===== src/rtl/spi_pkg.sv =====
// Shared SPI definitions: frame width and the master FSM state encoding,
// also used by spi_slave benches.
package spi_pkg;

  localparam int SPI_FRAME_W = 48;

  typedef enum logic [1:0] {
    IDLE     = 2'd0,
    SHIFT_LO = 2'd1,
    SHIFT_HI = 2'd2,
    FINISH   = 2'd3
  } spi_state_e;

  function automatic logic is_shift_state(input spi_state_e s);
    return (s == SHIFT_LO) || (s == SHIFT_HI);
  endfunction

endpackage


===== src/rtl/spi_phase_timer.sv =====
// Half-period timer: pulses tick_o on the last cycle of each HALF_DIV-long
// phase while run_i is high, and holds at zero otherwise.
module spi_phase_timer #(
  parameter int HALF_DIV = 2
) (
  input  logic clk,
  input  logic rst_n,
  input  logic run_i,
  output logic tick_o
);

  localparam int              PH_W    = $clog2(HALF_DIV + 1);
  localparam logic [PH_W-1:0] PH_LAST = PH_W'(HALF_DIV - 1);

  logic [PH_W-1:0] cnt_q, cnt_d;

  // Phase counter next state; restarts from zero at every phase boundary.
  always_comb begin
    tick_o = 1'b0;
    cnt_d  = '0;
    if (run_i) begin
      if (cnt_q == PH_LAST) begin
        tick_o = 1'b1;
        cnt_d  = '0;
      end else begin
        cnt_d = cnt_q + PH_W'(1);
      end
    end else begin
      cnt_d = '0;
    end
  end

  // Phase counter register.
  always_ff @(posedge clk or negedge rst_n) begin
    if (!rst_n) begin
      cnt_q <= '0;
    end else begin
      cnt_q <= cnt_d;
    end
  end

endmodule


===== src/rtl/spi_frame_master.sv =====
// SPI frame master: shifts one FRAME_W-bit frame MSB first to an spi_slave,
// mode-0 style (data changes with clock low, slave samples on rising edge).
module spi_frame_master
  import spi_pkg::*;
#(
  parameter int FRAME_W  = SPI_FRAME_W,
  parameter int HALF_DIV = 2
) (
  input  logic               clk,
  input  logic               rst_n,
  input  logic               tx_valid,
  output logic               tx_ready,
  input  logic [FRAME_W-1:0] tx_data,
  input  logic               abort,
  output logic               master_clk,
  output logic               master_chip_select,
  output logic               master_data,
  output logic               busy,
  output logic               done
);

  localparam int               CNT_W    = $clog2(FRAME_W);
  localparam logic [CNT_W-1:0] LAST_BIT = CNT_W'(FRAME_W - 1);

  spi_state_e         state_q, state_d;
  logic [FRAME_W-1:0] shift_q, shift_d;
  logic [CNT_W-1:0]   bit_cnt_q, bit_cnt_d;
  logic               mclk_q, mclk_d;
  logic               cs_q, cs_d;
  logic               data_q, data_d;
  logic               busy_q, busy_d;
  logic               done_q, done_d;
  logic               ready_q, ready_d;
  logic               phase_tick;

  spi_phase_timer #(
    .HALF_DIV (HALF_DIV)
  ) u_phase_timer (
    .clk    (clk),
    .rst_n  (rst_n),
    .run_i  (is_shift_state(state_q)),
    .tick_o (phase_tick)
  );

  // Next-state logic; outputs are decoded from the next state so the
  // registered outputs line up with the state they describe.
  always_comb begin
    state_d   = state_q;
    shift_d   = shift_q;
    bit_cnt_d = bit_cnt_q;
    case (state_q)
      IDLE: begin
        if (tx_valid && ready_q) begin
          shift_d   = tx_data;
          bit_cnt_d = '0;
          state_d   = SHIFT_LO;
        end else begin
          state_d = IDLE;
        end
      end
      SHIFT_LO: begin
        if (abort) begin
          state_d = IDLE;
        end else if (phase_tick) begin
          state_d = SHIFT_HI;
        end else begin
          state_d = SHIFT_LO;
        end
      end
      SHIFT_HI: begin
        if (abort) begin
          state_d = IDLE;
        end else if (phase_tick) begin
          if (bit_cnt_q == LAST_BIT) begin
            state_d = FINISH;
          end else begin
            shift_d   = {shift_q[FRAME_W-2:0], 1'b0};
            bit_cnt_d = bit_cnt_q + CNT_W'(1);
            state_d   = SHIFT_LO;
          end
        end else begin
          state_d = SHIFT_HI;
        end
      end
      FINISH:  state_d = IDLE;
      default: state_d = IDLE;
    endcase

    cs_d    = is_shift_state(state_d);
    mclk_d  = (state_d == SHIFT_HI);
    data_d  = cs_d ? shift_d[FRAME_W-1] : 1'b0;
    busy_d  = (state_d != IDLE);
    done_d  = (state_d == FINISH);
    ready_d = (state_d == IDLE);
  end

  // State, datapath and output registers.
  always_ff @(posedge clk or negedge rst_n) begin
    if (!rst_n) begin
      state_q   <= IDLE;
      shift_q   <= '0;
      bit_cnt_q <= '0;
      mclk_q    <= 1'b0;
      cs_q      <= 1'b0;
      data_q    <= 1'b0;
      busy_q    <= 1'b0;
      done_q    <= 1'b0;
      ready_q   <= 1'b0;
    end else begin
      state_q   <= state_d;
      shift_q   <= shift_d;
      bit_cnt_q <= bit_cnt_d;
      mclk_q    <= mclk_d;
      cs_q      <= cs_d;
      data_q    <= data_d;
      busy_q    <= busy_d;
      done_q    <= done_d;
      ready_q   <= ready_d;
    end
  end

  assign tx_ready           = ready_q;
  assign master_clk         = mclk_q;
  assign master_chip_select = cs_q;
  assign master_data        = data_q;
  assign busy               = busy_q;
  assign done               = done_q;

endmodule

===== config.mk =====
export PLATFORM = sky130hd
export DESIGN_NAME = spi_frame_master
export DESIGN_NICKNAME = d
export VERILOG_FILES = /design/src/rtl/spi_pkg.sv /design/src/rtl/spi_phase_timer.sv /design/src/rtl/spi_frame_master.sv
export SDC_FILE = /design/constraint.sdc
export NUM_CORES = 1
export LEC_CHECK = 0
export ABC_AREA = 0
export CAP_MARGIN = 10
export CORE_MARGIN = 5
export CORE_UTILIZATION = 53
export CTS_BUF_LIST = sky130_fd_sc_hd__clkbuf_4
export DETAILED_ROUTE_END_ITERATION = 6
export GPL_TIMING_DRIVEN = 0
export PLACE_DENSITY = 0.79
export SETUP_SLACK_MARGIN = 0.3
export SLEW_MARGIN = 20
export SYNTH_ARGS = -nofsm -noshare
export SYNTH_HDL_FRONTEND = slang
export SYNTH_HIERARCHICAL = 1
export SYNTH_SLANG_ARGS = --single-unit
export TNS_END_PERCENT = 100

===== constraint.sdc =====
create_clock -name clk -period 2.5 [get_ports clk]
set_input_delay 0.25 -clock clk [delete_from_list [all_inputs] [get_ports clk]]
set_output_delay 0.25 -clock clk [all_outputs]
set_load 0.05 [all_outputs]

# After elaboration in Yosys (flattened, before gate mapping)
# Index checks and enable logic that the tools add are counted.
totals:
  register_bits: 64
  out_inout_bits: 6
  elab_cells: 55
classes:
  n_addsub: 2
  n_eq_ne: 12
  mux: 22
  n_reduce_logical: 8
op_table:
  columns: ["cell", "count"]
  rows:
  - ["$mux 48", 4]
  - ["$pmux 48 s2", 1]
  - ["$mux 6", 4]
  - ["$mux 2", 7]
  - ["$pmux 6 s2", 1]
  - ["$eq 2x2->1 const B", 4]
  - ["$ne 2x2->1 const B", 4]
  - ["$pmux 2 s4", 1]
  - ["$add 6x1->6 const B", 1]
  - ["$eq 2x1->1 const B", 3]
  - ["$eq 6x6->1 const B", 1]
  - ["$reduce_and 5->1", 1]
  - ["$logic_not 2->1", 2]
  - ["$mux 1", 4]
  - ["$reduce_bool 2->1", 2]
  - ["$add 2x1->2 const B", 1]
  - ["$logic_or 1x1->1", 2]
  - ["$logic_and 1x1->1", 1]

# Longest topological paths before layout
# Gate-level depths: netlist of run 1.
logic_depth:
  depth_word: 9
  mapped_depth: 9

# Cells and area by module
# Netlist of run 1, hierarchy kept.
modules_own_cells:
  columns: ["module", "instances", "cells_each", "area_each_um2", "seq_area_each_um2"]
  rows:
  - ["spi_frame_master", 1, 240, 3220.6, 1551.5]
  - ["spi_phase_timer", 1, 5, 78.8, 50.0]

# Worst setup path before layout of run 1
# Ideal clock, no wire load.
synth_path:
  path_kind: "reg2reg"
  start: "register state_q[0]"
  end: "register shift_q[25]"
  setup_ns: 0.125
  arrival_ns: 1.886
  t_required_ns: 2.375
  path_slack_ns: 0.489
  stages_incl_launch_ff: 10
  synth_period_minus_slack_ns: 2.011
  path_cell_list: "dfrtp_1 > inv_1 > ha_1 > and3b_2 > nor2b_1 > o211a_1 > buf_6 > buf_2 > a22o_1 > mux2_4"
synth_between:
  elab_chain_len: 5
  word_cells_on_any_way: 12
  cone_classes: "eq/ne (6); mux (2); reduce/logical (4)"
synth_rtl:
  columns: ["item", "line_no", "rtl"]
  rows:
  - ["start, declared", "spi_frame_master.sv:25", "spi_state_e state_q, state_d;"]
  - ["start signal, assigned", "spi_frame_master.sv:110", "state_q <= state_d;"]
  - ["$eq 2x1->1 / $eq 2x2->1 (equally long branches)", "spi_pkg.sv:15", "return (s == SHIFT_LO) || (s == SHIFT_HI);"]
  - ["$logic_or 1x1->1 (*)", "spi_pkg.sv:15", null]
  - ["$mux 1 (*)", "spi_phase_timer.sv:21", "if (run_i) begin"]
  - ["via phase_tick", "spi_frame_master.sv:34", "logic phase_tick;"]
  - ["$ne 2x2->1 (no source line) (*)", null, null]
  - ["$reduce_and 5->1 (no source line) (*)", null, null]
  - ["end signal, assigned", "spi_frame_master.sv:111", "shift_q <= shift_d;"]
  - ["end, declared", "spi_frame_master.sv:26", "logic [FRAME_W-1:0] shift_q, shift_d;"]
# The timed path passes the listed nets; every way through them passes the cells marked *.
# A chain may end at the register's enable or synchronous reset.

# Worst setup path after layout of run 1
layout_path:
  start: "register state_q[1]"
  end: "register shift_q[32]"
# The elaborated chain is that of the path after synthesis.

==> impl_metrics.ini, run 1 <==
[timing]
whs_ns = 0.297
report.final.slew_viol_count = 0
max_slew_margin = 0.663
setup_viol = 0
grt_setup_unrepaired = false
tightest_slew_ns = 0.504
hold_violations = 0
fmax_ghz = 0.473
finalCritPeriodShare = 0.847
fin_skew_ns = 0.0124
finalCriticalPeriod_ns = 2.12
setup_ws_ns = 0.384
tns_ns = 0

[clock_tree]
clockBufferDepth = 2
clock_sinks = 64
htreeDepth = 3
cts_buffers = 9
cts_tree = yes
cts_root_buf = clkbuf_4
clk_pin_slew_worst_paths_ns = 0.10
clk_latency_ns = 0.40

[yosys]
synthTopCellsByArea = dfrtp_1, mux2_4, a22o_1
syn-num-nets = 305
async_flop_share = 1.00
post-synth-top-area-fraction = 0.485
ys_ff_latch = 64
synth_area_um2 = 3300
yosysMostFrequentCell = dfrtp_1
yosysTopAreaCell = dfrtp_1
synth_edf_count = 0
syn-mean-instance-area_um2 = 13.5
synth_commonest_cells = dfrtp_1, a22o_1, mux2_4
synth_cells = 245
synth_cell_types = 43
seq_area_frac_synth = 0.485
synth_ff_type = dfrtp_1
ys_warn_count = 6

[grt]
grt_pass1_vias = 2375
grt_max_degree = 38
antenna_found_initial = 0
grt_use_met1 = 0.258
grt_remaining_overflow = 0
grtUsageMet2 = 0.300
grt_use_met3 = 0.0378
grt_pass1_wl_um = 11600
grt_usage = 0.192
busiest_layer = met2

[layout]
drive_gt1_frac = 0.290
utilization = 0.699
fillers = 434
nNetsFinal = 379
syn_to_final_growth_pct = 27.0
diodes = 0

[critical_path]
arrival_ns = 2.40
cp_max_fo = 10
critPathMaxStageDelay_ns = 0.41
critPathTopFamily = flip-flops
cp.required_ns = 2.79
crit_top_cell = buf_6
path_class = reg -> reg
path_cells = inv_2, ha_2, and3b_2, nor2b_4, o211a_1, buf_6, buf_6, a22o_1, mux2_4
slowest_stage = dfrtp_1
path_buf_inv = 3
start_kind = flop
cp-end-kind = flop

[detailed_routing]
drt-total-wl_um = 7130
wire_per_inst_um = 17.9
num_vias = 2305
drt_first_pass_iters = 4
drtAntennaViolNets = 0
route.detailed.drc = 0
dr.first_iter.drc_count = 106
viasPerCell = 5.78

[power_and_ir_drop]
p_sw_mw = 1.08
intPower_mw = 2.43
power.leakage_nw = 1.94
power.share.sequential = 0.443
combPwrFrac = 0.358
sw_frac_of_total = 0.309
p_clk_frac = 0.199
p_per_area_nw_per_um2 = 838
ir_worst_vdd_mv = 0.398

[place]
place_congestion = 0.841
portBuffers = 57
dp_hpwl_um = 4840
dpl_worst_slack_ns = 0.242

[floorplan]
core_area_um2 = 5990
start_util = 0.551
placementRows = 28
die_w_um = 88.9
die_h_um = 88.9
dieArea_um2 = 7900
io_pins = 58

[run]
maxCapViolCount = 0

[status]
status = finished, final reports clean

[worst_hold_path]
min_path_type = in -> async
-- area by class of cell --
class	count	area (um^2)	share of cell area
clock inverter	4	45.0	0.0108
tap	75	93.8	0.0224
inverter	7	26.3	0.00627
timing repair buffer	63	626	0.149
clock buffer	12	90.1	0.0215
multi-input combinational	156	1540	0.367
sequential	64	1600	0.382
buffer	18	168	0.0400
-- worst paths after layout --
kind / from / endpoint / slack (ns) / depth (start not counted)
worst max-delay path: state_q[1] / shift_q[32] / 0.38 / 9
worst min-delay path: rst_n / shift_q[39] / 0.30 / 2
worst max register to register: state_q[1] / shift_q[32] / 0.38 / 9
worst min register to register: shift_q[5] / shift_q[5] / 0.52 / 1
max in group asynchronous: rst_n / shift_q[9] / 1.67 / 3
min in group clk: tx_data[0] / shift_q[0] / 0.41 / 3
-- sequential cells by signal (all words and copies together) (netlist names) --
signal	count
u_phase_timer/cnt_q	2
master_data	1
master_clk	1
bit_cnt_q	6
tx_ready	1
busy	1
master_chip_select	1
state_q	2
done	1
shift_q	48
-- timing repair --
action / CTS / global route
endpoints found under the hold margin: 27 / 0
gates cloned: 0 / 1
resized for setup: 2 / 12
pin swaps: 0 / 2
setup endpoints to repair: 3 / 46
hold buffers: 1 / 0
setup buffers: 0 / 3
-- power groups by stage --
stage	clock network, mW	registers [mW]	logic (mW)
final	0.700	1.55	1.26
after global routing	0.758	1.60	1.35
after CTS	0.711	1.55	1.24
after detailed placement	0	1.57	1.23
after global placement	0	1.55	1.19
after floorplan	0	1.59	0.861
-- worst register-to-register path: stages, from the launching register on --
cell	delay [ns]
dfrtp_1	0.41
inv_2	0.07
ha_2	0.27
and3b_2	0.25
nor2b_4	0.14
o211a_1	0.15
buf_6	0.15
buf_6	0.14
a22o_1	0.18
mux2_4	0.25
-- per-stage QoR --
step	power [mW]	cell area [um^2]	cells
5_1_grt	3.70	4190	399
4_1_cts	3.50	4130	395
6_report	3.51	4190	399
3_5_place_dp	2.79	3980	378
2_1_floorplan	2.45	3300	245
3_3_place_gp	2.74	3960	377
-- cell families after synthesis --
group | share of synthesized area
compound gates | 0.172
fa+ha+maj | 0.0303
buf+inv | 0.0512
flops | 0.485
mux | 0.201
simple gates | 0.0599
-- layer usage --
layer  vias to the layer above  share of wire
li1                       1071              -
met1                      1144           0.44
met2                        75           0.47
met3                        15          0.058
met4                         0          0.024
met5                         -              0
-- layout by cell type (no fill, tap or decap), types with 2 or more instances in the layout --
| master | count |
|---|---|
| mux2_1 | 2 |
| buf_2 | 2 |
| clkbuf_1 | 4 |
| clkinv_2 | 3 |
| dfrtp_1 | 64 |
| and3b_2 | 2 |
| buf_4 | 5 |
| buf_8 | 3 |
| a22o_1 | 46 |
| nand2_1 | 7 |
| nand3_1 | 2 |
| clkbuf_4 | 12 |
| o21ai_0 | 5 |
| nor2_1 | 4 |
| nand2b_1 | 2 |
| inv_1 | 5 |
| a21oi_1 | 3 |
| inv_2 | 2 |
| buf_6 | 8 |
| o2111ai_1 | 2 |
| clkdlybuf4s50_1 | 56 |
| or3_1 | 2 |
| ha_1 | 7 |
| o31ai_1 | 3 |
| mux2_2 | 16 |
| mux2_4 | 30 |
No activity file was read; power rests on OpenSTA's default activity.
==> run 2: changes to the inputs <==
==> constraint.sdc (replaced) <==
create_clock -name clk -period 2.2 [get_ports clk]
set_input_delay 0.22 -clock clk [delete_from_list [all_inputs] [get_ports clk]]
set_output_delay 0.22 -clock clk [all_outputs]
set_load 0.05 [all_outputs]
==> run 2 against run 1 <==
Compared with the run above: final cell count rose by 4.0%; non-clock buffer count up 17; first-iteration DRC count is 45% higher; fmax increased by 1.1%; final area is 9.2% higher; highest routed layer unchanged; worst setup slack worse by 0.28 ns; sequential power rose by 14%; sequential share of layout area fell by 3.2 points; die area stayed put; combinational power increased by 34%; clock power grew 24%; via count grew 5.1%.
==> impl_metrics.ini, run 2 (synthesis gave the netlist of run 1 again) <==
[critical_path]
cp-end-kind = flop
timing.rr.start = state_q[0]
path_class = reg -> reg
arrival_ns = 2.37
start_kind = flop
path_cells = inv_2, ha_4, and3b_2, buf_6, o221ai_4, nor2_4, buf_8, buf_12, mux2_4
critPathLaunch = state_q[0]
cp_max_fo = 10
cp.required_ns = 2.48
critPathMaxStageDelay_ns = 0.37
ff2ff_path_depth = 9
slowest_stage = dfrtp_1

[layout]
fillers = 369
layout_common_cells = dfrtp_1, clkdlybuf4s50_1, a22o_1
final_common_cell = dfrtp_1
design_area_um2 = 4570
nNetsFinal = 396
utilization = 0.764
syn_to_final_growth_pct = 38.6
diodes = 0
drive_gt1_frac = 0.347
largest_reg_flops = 48
reg_top3 = shift_q (48), bit_cnt_q (6)
top_register = shift_q

[clock_tree]
clk_pin_slew_worst_paths_ns = 0.10
clockBufferDepth = 2
clock_sinks = 64
cts_tree = yes
cts_root_buf = clkbuf_4
clk_latency_ns = 0.40
htreeDepth = 3
cts_buffers = 9

[timing]
finalCriticalPeriod_ns = 2.09
grt_setup_unrepaired = true
setup_viol = 0
max_slew_margin = 0.665
finalCritPeriodShare = 0.951
fin_skew_ns = 0.0141
tightest_slew_ns = 0.500
hold_violations = 0
fmax_ghz = 0.478
report.final.slew_viol_count = 0

[detailed_routing]
dr.first_iter.drc_count = 154
drt_first_pass_iters = 5
viasPerCell = 5.84
wire_per_inst_um = 18.9
num_vias = 2423
drt-total-wl_um = 7830
drtAntennaViolNets = 0
route.detailed.drc = 0

[run]
maxCapViolCount = 0

[worst_hold_path]
min_path_type = in -> async

[status]
status = finished, final reports clean

[floorplan]
start_util = 0.551
die_h_um = 88.9
io_pins = 58
die_w_um = 88.9
dieArea_um2 = 7900
core_area_um2 = 5990
placementRows = 28

[grt]
antenna_found_initial = 0
grt_remaining_overflow = 0
grt_usage = 0.192
grt_pass1_wl_um = 11600
grt_max_degree = 47
grt_pass1_vias = 2474

[place]
portBuffers = 57
dp_hpwl_um = 4570
place_congestion = 0.750
place_area_um2 = 4010

[power_and_ir_drop]
p_per_area_nw_per_um2 = 946
total_power_mw = 4.33
power.leakage_nw = 2.10
ir_worst_vdd_mv = 0.562
run 2: cell types whose count changed in the layout (fill, tap and decap cells not counted), moves of 3 or more:
cell	change
buf_8	+3
mux2_4	+14
mux2_2	-12
buf_12	+3
buf_4	+11
run 2: power by group:
part / total, mW / internal (mW) / switching (mW)
Combinational: 1.69 / 1.02 / 0.667
Clock: 0.865 / 0.459 / 0.406
Sequential: 1.77 / 1.55 / 0.221
run 2: layout make-up:
class,count,area (um^2),area share
Tap cell,75,93.8,0.0205
Buffer,18,216,0.0473
Clock buffer,10,75.1,0.0164
Clock inverter,5,72.6,0.0159
Sequential cell,64,1600,0.351
Inverter,7,26.3,0.00574
Timing Repair Buffer,80,852,0.186
Multi-Input combinational cell,156,1630,0.357
run 2: path summary, 6_finish.rpt:
path,to,slack [ns]
max in group asynchronous,bit_cnt_q[4],1.45
max,shift_q[43],0.11
max reg2reg,shift_q[43],0.11
min in group clk,shift_q[0],0.39
min reg2reg,shift_q[42],0.52
min,shift_q[39],0.23
run 2: critical path, delay by kind of cell, from the launching register on:
| family | cells | cell delay [ns] |
|---|---|---|
| multiplexers | 1 | 0.31 |
| AO/OA/AOI/OAI | 1 | 0.13 |
| AND/OR/NAND/NOR | 2 | 0.40 |
| adder cells (fa/ha/maj) | 1 | 0.26 |
| buffers and inverters | 4 | 0.50 |
| flip-flops | 1 | 0.37 |
run 2: routing by layer:
layer,vias up,track usage,wire length (um)
met5,-,0,0
met4,0,0.0701,102
met3,10,0.0433,461
met2,82,0.314,3950
met1,1219,0.251,3310
li1,1112,-,-
run 2: through the flow:
step | instances | TNS [ns] | setup WS (ns) | hold slack (ns)
2_1_floorplan | 245 | 0 | 0.271 | -0.0756
3_3_place_gp | 377 | -73.09 | -1.37 | 0.474
3_5_place_dp | 378 | 0 | 0.121 | 0.115
4_1_cts | 410 | 0 | 0.163 | 0.215
5_1_grt | 415 | 0 | 0.0285 | 0.241
6_report | 415 | 0 | 0.107 | 0.230
run 2: repair_timing:
| action | 4_1_cts | 5_1_grt |
|---|---|---|
| hold buffers | 1 | 0 |
| gates resized for setup | 29 | 29 |
| endpoints found under the setup margin | 57 | 60 |
| buffers inserted | 10 | 4 |
| hold endpoints to repair | 53 | 0 |
| gates cloned | 6 | 1 |
| pin swaps | 2 | 1 |
==> run 3: changes to the inputs <==
--- a/config.mk
+++ b/config.mk
@@ -11,7 +11,6 @@
 export CORE_UTILIZATION = 53
 export CTS_BUF_LIST = sky130_fd_sc_hd__clkbuf_4
 export DETAILED_ROUTE_END_ITERATION = 6
-export GPL_TIMING_DRIVEN = 0
 export PLACE_DENSITY = 0.79
 export SETUP_SLACK_MARGIN = 0.3
 export SLEW_MARGIN = 20
==> constraint.sdc (replaced) <==
create_clock -name clk -period 2.3 [get_ports clk]
set_input_delay 0.23 -clock clk [delete_from_list [all_inputs] [get_ports clk]]
set_output_delay 0.23 -clock clk [all_outputs]
set_load 0.05 [all_outputs]
==> run 3 against run 2 <==
Compared with the run above: fmax down 0.56%; via count decreased by 1.2%; utilization decreased by 1.3 points; clock skew rose by 0.014 ns; sequential share of layout area is 0.57 points higher; global-route usage grew 0.22 points; combinational power about the same; clock power decreased by 26%; critical path type unchanged.
==> impl_metrics.ini, run 3 (synthesis gave the netlist of run 1 again) <==
[layout]
syn_to_final_growth_pct = 36.2
diodes = 0
top_register = shift_q
layout_common_cells = dfrtp_1, clkdlybuf4s50_1, a22o_1, mux2_4, buf_4
reg_top3 = shift_q (48), bit_cnt_q (6)
largest_reg_flops = 48
drive_gt1_frac = 0.338
nNetsFinal = 390
final_common_cell = dfrtp_1

[timing]
max_slew_margin = 0.606
setup_viol = 0
hold_violations = 0
finalCriticalPeriod_ns = 2.10
tightest_slew_ns = 0.591
fmax_ghz = 0.475
report.final.slew_viol_count = 0
setup_ws_ns = 0.196
tns_ns = 0
fin_skew_ns = 0.0284
finalCritPeriodShare = 0.915
grt_setup_unrepaired = true

[critical_path]
r2r_setup_slack_ns = 0.20
cp.required_ns = 2.60
path_cells = inv_2, ha_4, and3b_2, buf_6, o221ai_4, nor2_4, buf_6, clkbuf_16, mux2_4
timing.rr.start = state_q[1]
reg2reg_to = shift_q[33]
cp-end-kind = flop
crit_cells = 9
critPathTopFamily = buffers and inverters
path_class = reg -> reg
path_buf_inv = 4
start_kind = flop
arrival_ns = 2.40
cp_max_fo = 8
slowest_stage = dfrtp_1
crit_top_cell = buf_6
ff2ff_path_depth = 9
critPathMaxStageDelay_ns = 0.39

[clock_tree]
clock_sinks = 64
cts_buffers = 9
cts_root_buf = clkbuf_4
clk_latency_ns = 0.43
cts_tree = yes
clk_pin_slew_worst_paths_ns = 0.11
htreeDepth = 3
clockBufferDepth = 2

[floorplan]
start_util = 0.551
io_pins = 58
die_h_um = 88.9
core_area_um2 = 5990
dieArea_um2 = 7900
die_w_um = 88.9
placementRows = 28

[place]
portBuffers = 57
place_congestion = 0.850
dpl_worst_slack_ns = 0.198
dp_hpwl_um = 4590

[grt]
grtUsageMet2 = 0.302
busiest_layer = met2
grt_use_met3 = 0.0359
antenna_found_initial = 0
grt_max_degree = 28
grt_remaining_overflow = 0
grt_pass1_wl_um = 11700
grt_pass1_vias = 2398
grt_usage = 0.194
grt_use_met1 = 0.270

[power_and_ir_drop]
power.leakage_nw = 2.06
ir_worst_vdd_mv = 0.611
p_per_area_nw_per_um2 = 895

[status]
status = finished, final reports clean

[detailed_routing]
viasPerCell = 5.85
dr.first_iter.drc_count = 119
drt_first_pass_iters = 4
wire_per_inst_um = 20.1
route.detailed.drc = 0
drt-total-wl_um = 8230
drtAntennaViolNets = 0
num_vias = 2393

[worst_hold_path]
min_path_type = in -> async

[run]
maxCapViolCount = 0
[run 3: cell types whose count changed in the layout (fill, tap and decap cells not counted), sizes merged]
cell      change
buf           -4
bufinv        -2
clkinvlp      +1
clkbuf        -1
clkinv        +1
bufbuf        -1
[run 3: metal layers]
| layer | vias to the layer above | routed length, um |
|---|---|---|
| met2 | 73 | 4080 |
| met4 | 0 | 150 |
| met5 | - | 0 |
| met3 | 15 | 377 |
| li1 | 1105 | - |
| met1 | 1200 | 3620 |
[run 3: worst max-delay path by stage]
stage / start / end / slack, ns
after floorplan: state_q[0] / shift_q[25] / 0.30
after global placement: state_q[0] / shift_q[5] / 0.29
after detailed placement: state_q[0] / shift_q[3] / 0.20
after CTS: state_q[0] / shift_q[2] / 0.28
after global routing: state_q[1] / shift_q[2] / 0.14
final: state_q[1] / shift_q[33] / 0.20
[run 3: worst register-to-register path: stages, from the launching register on]
cell	delay, ns
dfrtp_1	0.39
inv_2	0.07
ha_4	0.26
and3b_2	0.23
buf_6	0.11
o221ai_4	0.12
nor2_4	0.19
buf_6	0.16
clkbuf_16	0.16
mux2_4	0.31
[run 3: power by group]
part           internal, mW  switching [mW]
Sequential             1.48           0.231
Combinational          1.02           0.652
Clock                 0.218           0.418
[run 3: area by class of cell]
type / instances / area, um^2
Sequential cell: 64 / 1600
Clock inverter: 5 / 25.0
Clock buffer: 10 / 75.1
Multi-Input combinational cell: 156 / 1640
Inverter: 7 / 26.3
Fill cell: 357 / 1500
Tap cell: 75 / 93.8
Timing Repair Buffer: 92 / 1030
[run 3: what timing repair did]
action                                 CTS  global route
pin swaps                                4             5
resized for setup                       15            25
setup endpoints to repair               49            53
cloned                                   3             5
endpoints found under the hold margin   25             0
buffers inserted                         7             7
hold buffers                             1             0
[run 3: per-stage QoR]
stage	util	std cells	total power, mW	hold slack, ns	cell area, um^2
2_1_floorplan	-	245	2.66	-0.0656	3300
3_3_place_gp	0.659	371	2.97	0.250	3950
3_5_place_dp	0.659	371	3.02	0.261	3950
4_1_cts	0.708	397	3.69	0.368	4240
5_1_grt	0.750	409	4.22	0.390	4490
6_report	0.750	409	4.02	0.343	4490
